===== src/rtl/sata_oob_ctrl.sv =====
// Host-side SATA OOB sequencer: COMRESET/COMWAKE bursts, D10.2/ALIGN handshake, then link_up.
// Restarts on response timeout, device COMINIT in READY, or sustained RX electrical idle.
module sata_oob_ctrl #(
  parameter logic [19:0] RETRY_TIMEOUT = 20'd66000,
  parameter int          LOSS_CYCLES   = 16,
  parameter int          NONALIGN_REQ  = 3
) (
  input  logic        clk,
  input  logic        rst,
  input  logic        gt_reset_done,
  input  logic        txcomfinish,
  input  logic        rxcominitdet,
  input  logic        rxcomwakedet,
  input  logic        rxelecidle,
  input  logic [31:0] rxdata,
  input  logic [3:0]  rxcharisk,
  output logic        txcominit,
  output logic        txcomwake,
  output logic        txelecidle,
  output logic [31:0] txdata,
  output logic [3:0]  txcharisk,
  output logic        data_valid,
  output logic        link_up,
  output logic [3:0]  state_o
);

  localparam logic [3:0] IDLE           = 4'd0;
  localparam logic [3:0] COMRESET       = 4'd1;
  localparam logic [3:0] WAIT_COMINIT   = 4'd2;
  localparam logic [3:0] COMWAKE        = 4'd3;
  localparam logic [3:0] WAIT_COMWAKE   = 4'd4;
  localparam logic [3:0] WAIT_NOCOMWAKE = 4'd5;
  localparam logic [3:0] WAIT_ALIGN     = 4'd6;
  localparam logic [3:0] SEND_ALIGN     = 4'd7;
  localparam logic [3:0] READY          = 4'd8;

  localparam logic [31:0] PRIM_ALIGN = 32'h7B4A4ABC;
  localparam logic [31:0] PRIM_D102  = 32'h4A4A4A4A;
  localparam logic [31:0] PRIM_SYNC  = 32'hB5B5957C;

  localparam logic [19:0] TIMEOUT_LAST = RETRY_TIMEOUT - 20'd1;
  localparam logic [15:0] NA_LAST      = 16'(NONALIGN_REQ - 1);
  localparam logic [15:0] LOSS_LAST    = 16'(LOSS_CYCLES - 1);

  logic [3:0]  state;
  logic [3:0]  state_nxt;
  logic [19:0] timer;
  logic [15:0] run_cnt;
  logic        rx_align;
  logic        timeout;

  function automatic logic is_align(input logic [31:0] data, input logic [3:0] isk);
    return (data == PRIM_ALIGN) && (isk == 4'b0001);
  endfunction

  assign rx_align = is_align(rxdata, rxcharisk);
  assign timeout  = (timer == TIMEOUT_LAST);
  assign state_o  = state;

  always_comb begin
    state_nxt = state;
    if (!gt_reset_done) begin
      state_nxt = IDLE;
    end else begin
      case (state)
        IDLE:           state_nxt = COMRESET;
        COMRESET:       if (txcomfinish) state_nxt = WAIT_COMINIT;
        WAIT_COMINIT:   if (rxcominitdet) state_nxt = COMWAKE;
                        else if (timeout) state_nxt = COMRESET;
        COMWAKE:        if (txcomfinish) state_nxt = WAIT_COMWAKE;
        WAIT_COMWAKE:   if (rxcomwakedet) state_nxt = WAIT_NOCOMWAKE;
                        else if (timeout) state_nxt = COMRESET;
        WAIT_NOCOMWAKE: if (!rxcomwakedet) state_nxt = WAIT_ALIGN;
                        else if (timeout) state_nxt = COMRESET;
        WAIT_ALIGN:     if (rx_align) state_nxt = SEND_ALIGN;
                        else if (timeout) state_nxt = COMRESET;
        // The word that completes the non-ALIGN run moves us on, so link_up lands one cycle later.
        SEND_ALIGN:     if (!rx_align && run_cnt == NA_LAST) state_nxt = READY;
                        else if (timeout) state_nxt = COMRESET;
        READY:          if (rxcominitdet || (rxelecidle && run_cnt == LOSS_LAST)) state_nxt = COMRESET;
        default:        state_nxt = IDLE;
      endcase
    end
  end

  always_ff @(posedge clk or posedge rst) begin
    if (rst) begin
      state   <= IDLE;
      timer   <= '0;
      run_cnt <= '0;
    end else begin
      state <= state_nxt;
      if (state_nxt != state) timer <= '0;
      else if (timer != '1)   timer <= timer + 20'd1;
      // Shared run counter: non-ALIGN words in SEND_ALIGN, idle cycles in READY.
      if (state_nxt != state)    run_cnt <= '0;
      else if (state == SEND_ALIGN) run_cnt <= rx_align ? '0 : run_cnt + 16'd1;
      else if (state == READY)      run_cnt <= rxelecidle ? run_cnt + 16'd1 : '0;
      else                          run_cnt <= '0;
    end
  end

  // Outputs are decoded from the next state so they line up with state_o.
  always_ff @(posedge clk or posedge rst) begin
    if (rst) begin
      txcominit  <= 1'b0;
      txcomwake  <= 1'b0;
      txelecidle <= 1'b1;
      txdata     <= '0;
      txcharisk  <= '0;
      data_valid <= 1'b0;
      link_up    <= 1'b0;
    end else begin
      txcominit  <= (state_nxt == COMRESET) && (state != COMRESET);
      txcomwake  <= (state_nxt == COMWAKE) && (state != COMWAKE);
      txelecidle <= !((state_nxt == WAIT_ALIGN) || (state_nxt == SEND_ALIGN) || (state_nxt == READY));
      data_valid <= (state_nxt == READY);
      link_up    <= (state_nxt == READY);
      case (state_nxt)
        WAIT_ALIGN: begin txdata <= PRIM_D102;  txcharisk <= 4'b0000; end
        SEND_ALIGN: begin txdata <= PRIM_ALIGN; txcharisk <= 4'b0001; end
        READY:      begin txdata <= PRIM_SYNC;  txcharisk <= 4'b0001; end
        default:    begin txdata <= '0;         txcharisk <= 4'b0000; end
      endcase
    end
  end

endmodule


===== config.mk =====
export PLATFORM = sky130hd
export DESIGN_NAME = sata_oob_ctrl
export DESIGN_NICKNAME = d
export VERILOG_FILES = /design/src/rtl/sata_oob_ctrl.sv
export SDC_FILE = /design/constraint.sdc
export NUM_CORES = 1
export LEC_CHECK = 0
export ABC_AREA = 1
export CAP_MARGIN = 20
export CORE_MARGIN = 2
export CORE_UTILIZATION = 55
export CTS_CLUSTER_DIAMETER = 30
export CTS_CLUSTER_SIZE = 14
export DETAILED_ROUTE_END_ITERATION = 16
export DONT_BUFFER_PORTS = 1
export PLACE_DENSITY = 0.7
export SYNTH_ARGS = -nofsm -noshare
export SYNTH_HDL_FRONTEND = slang
export SYNTH_SLANG_ARGS = --single-unit

===== constraint.sdc =====
create_clock -name clk -period 3 [get_ports clk]
set_input_delay 0.6 -clock clk [delete_from_list [all_inputs] [get_ports clk]]
set_output_delay 0.6 -clock clk [all_outputs]
set_load 0.01 [all_outputs]

==> flow_metrics.env <==
export IMPL_status="completed"
export IMPL_synthCells=524
export IMPL_combPwrFrac_pct=14.7
export IMPL_p_int_w=0.000933
export IMPL_p_leak_nw=1.79
export IMPL_yosys_warnings=0
export IMPL_rsz0062_at_grt="no"
export IMPL_cts_root_buf="clkbuf_8"
export IMPL_synth_top_area_share_pct=32.3
export IMPL_area_growth_pct=-1.28
export IMPL_setup_violations_final=0
export IMPL_ctsResizeCount=0
export IMPL_drv_slew=0
export IMPL_place_gp_congestion=0.900
export IMPL_path_common_cell="nand2_1"
export IMPL_cts_tree="done"
export IMPL_ant_nets=0
export IMPL_post_cts_setup_buffer_count=0
export IMPL_dieWidth_um=87.1
export IMPL_cts_buffer_depth=2
export IMPL_swShare_pct=30.6
export IMPL_synth_cell_area_um2=3800
export IMPL_crit_reg2reg_launch="timer[0]$_DFFE_PP0P_"
export IMPL_drcViolationCount=0
export IMPL_numCtsBuffers=5
export IMPL_synth_area_leaders="dfrtp_1 32%, nand2_1 12%, nor3_2 8.4%"
export IMPL_layout_nets=546
export IMPL_seqPwrFrac_pct=53.0
export IMPL_core_um2=6760
export IMPL_cp_startpoint="timer[0]$_DFFE_PP0P_"
export IMPL_final_hold_viol_count=0
export IMPL_diodes=0
export IMPL_dp_hpwl_um=5350
export IMPL_fin_crit_ps=2480
export IMPL_fmax_mhz=404
export IMPL_numPortBuffers=0
export IMPL_vias=3061
export IMPL_dp_slack_ps=485
export IMPL_max_slew_margin_pct=46.5
export IMPL_hp_class="input pin to asynchronous set/reset pin"
export IMPL_grt_max_degree=51
export IMPL_grt_pass1_wl_um=12800
export IMPL_avgSynthCellArea_um2=7.25
export IMPL_startpoint_type="flop"
export IMPL_grt_pass1_vias=2986
export IMPL_tightest_slew_ps=803
export IMPL_arrival_ps=2650
export IMPL_cpPeakStageDelay_ps=460
export IMPL_synth_commonest_cells="117 x nand2_1, 75 x inv_1, 52 x nor2_1, 49 x dfrtp_1, 37 x nand3_1"
export IMPL_drt_wl_total_um=7310
export IMPL_gr_usage_all_layers_pct=21.0
export IMPL_synthArstFlopShare_pct=100
export IMPL_crit_required_ps=3180
export IMPL_post_synth_top_count_cell="nand2_1"
export IMPL_antenna_found_initial=0
export IMPL_clock_skew_ps=6.57
export IMPL_ir_drop_v=0.000229
export IMPL_p_switching_w=0.000411
export IMPL_p_per_area_nw_per_um2=358
export IMPL_crit_buf_inv=1
export IMPL_overflow=0
export IMPL_synth_largest_area_cell="dfrtp_1"
export IMPL_finalWorstSetupSlack_ps=523
export IMPL_path_cells="ha_1 -> nand3_1 -> nor2_1 -> nand3_2 -> nand2_1 -> inv_1 -> nand2_1 -> nand2_1 -> nand2_1 -> nor2_1 -> nand2_1 -> nand2_1 -> nand2_1 -> nand2_1 -> nand2_4 -> nor3_1"
export IMPL_synth_edf_count=0
export IMPL_crit_type="flop to flop"
export IMPL_crit_family="simple AND/OR/NAND/NOR gates"
export IMPL_rrSetupSlack_ps=520
export IMPL_synth_cell_types=38
export IMPL_rows=30
export IMPL_clkSinkCount=50
export IMPL_critPathCaptureType="flop"
export IMPL_ys_seq_elements=50
export IMPL_clk_latency_ps=310
export IMPL_cts_max_level=2
export IMPL_finalCritPeriodShare_pct=82.6
export IMPL_cp_max_fo=36
export IMPL_wl_per_cell_um=12.6
export IMPL_ios=88
export IMPL_die_area_um2=7590
export IMPL_synthFlopType="dfrtp_1"
export IMPL_firstDrtPassIters=4
export IMPL_viasPerCell=5.27
export IMPL_start_util_pct=56.2
export IMPL_place_inst=572
export IMPL_cap_violations=0
export IMPL_ys_seq_area_share_pct=33.0
export IMPL_pwr_share_clk_pct=32.3
export IMPL_drtIter0Drc=110
export IMPL_drive_above_1_share_pct=14.4
export IMPL_die_h_um=87.1
export IMPL_fin_util_pct=55.5
export IMPL_fin_cells=581
export IMPL_cts_clk_slew_worst_paths_ps=100
export IMPL_critical_path_slowest_cell="nand2_4"
export IMPL_tns_ps=0
export IMPL_hold_buffers=0
## power by group through the flow
stage	clock network (W)	logic, W	registers [W]
after floorplan	0	0.000187	0.000721
after global placement	0	0.000190	0.000724
after detailed placement	0	0.000197	0.000725
after CTS	0.000445	0.000197	0.000712
after global routing	0.000472	0.000225	0.000716
final	0.000435	0.000198	0.000712
## stage by stage
step                      hold slack [ps]  power [W]  cell area, um^2
after floorplan                       576   0.000908             3810
after global placement                599   0.000914             3630
after detailed placement              609   0.000922             3630
after CTS                             434    0.00135             3730
after global routing                  200    0.00141             3750
final                                 170    0.00134             3750
## worst register-to-register path: stages, from the launching register on
cell	delay (ps)
dfrtp_1	400
ha_1	220
nand3_1	90
nor2_1	180
nand3_2	160
nand2_1	110
inv_1	40
nand2_1	50
nand2_1	50
nand2_1	60
nor2_1	40
nand2_1	90
nand2_1	110
nand2_1	80
nand2_1	80
nand2_4	460
nor3_1	110
## registers in the layout (all words and copies together) (netlist names)
name / cells
txcomwake: 1
timer: 20
state_o: 4
run_cnt: 16
txdata: 7
txelecidle: 1
txcominit: 1
## metal layers
layer	vias to the layer above	global-route usage, %	routed length, um
li1	1564	-	-
met2	89	36.4	3410
met3	13	4.36	398
met1	1395	26.1	3350
met5	-	0	0
met4	0	6.85	140
## final cells by class
cell class | instances | area [um^2]
fill | 637 | 3010
multi-input combinational | 355 | 1940
sequential | 50 | 1250
inverter | 83 | 312
tap | 80 | 100
clock buffer | 6 | 82.6
timing repair buffer | 5 | 50.0
clock inverter | 2 | 16.3
## final timing paths
path,end,cells past startpoint
setup / recovery,timer[11]$_DFFE_PP0P_,16
max in group asynchronous,run_cnt[14]$_DFF_PP0_,2
hold / removal,timer[19]$_DFFE_PP0P_,1
min in group clk,state_o[1]$_DFF_PP0_,2
setup reg to reg,timer[11]$_DFFE_PP0P_,16
hold reg to reg,run_cnt[5]$_DFF_PP0_,3
## cells in the final DEF (no fill, tap or decap), types with 7 or more instances in the layout
cell	count
nand2_1	117
inv_1	74
nor2_1	52
dfrtp_1	49
nand3_1	37
nor3_2	32
nor3_1	21
o21ai_0	21
xor2_1	16
nand4_1	11
inv_2	7
## cells by family after synthesis
family | after synthesis | share of synthesized area, %
other cells | 1 | 0.0987
fa+ha+maj | 3 | 0.988
buf+inv | 123 | 16.4
flops | 50 | 33.0
mux | 1 | 0.263
compound gates | 35 | 4.97
xor+xnor | 20 | 4.81
simple gates | 291 | 39.5
Note: power is estimated with default switching activity, not from simulation.
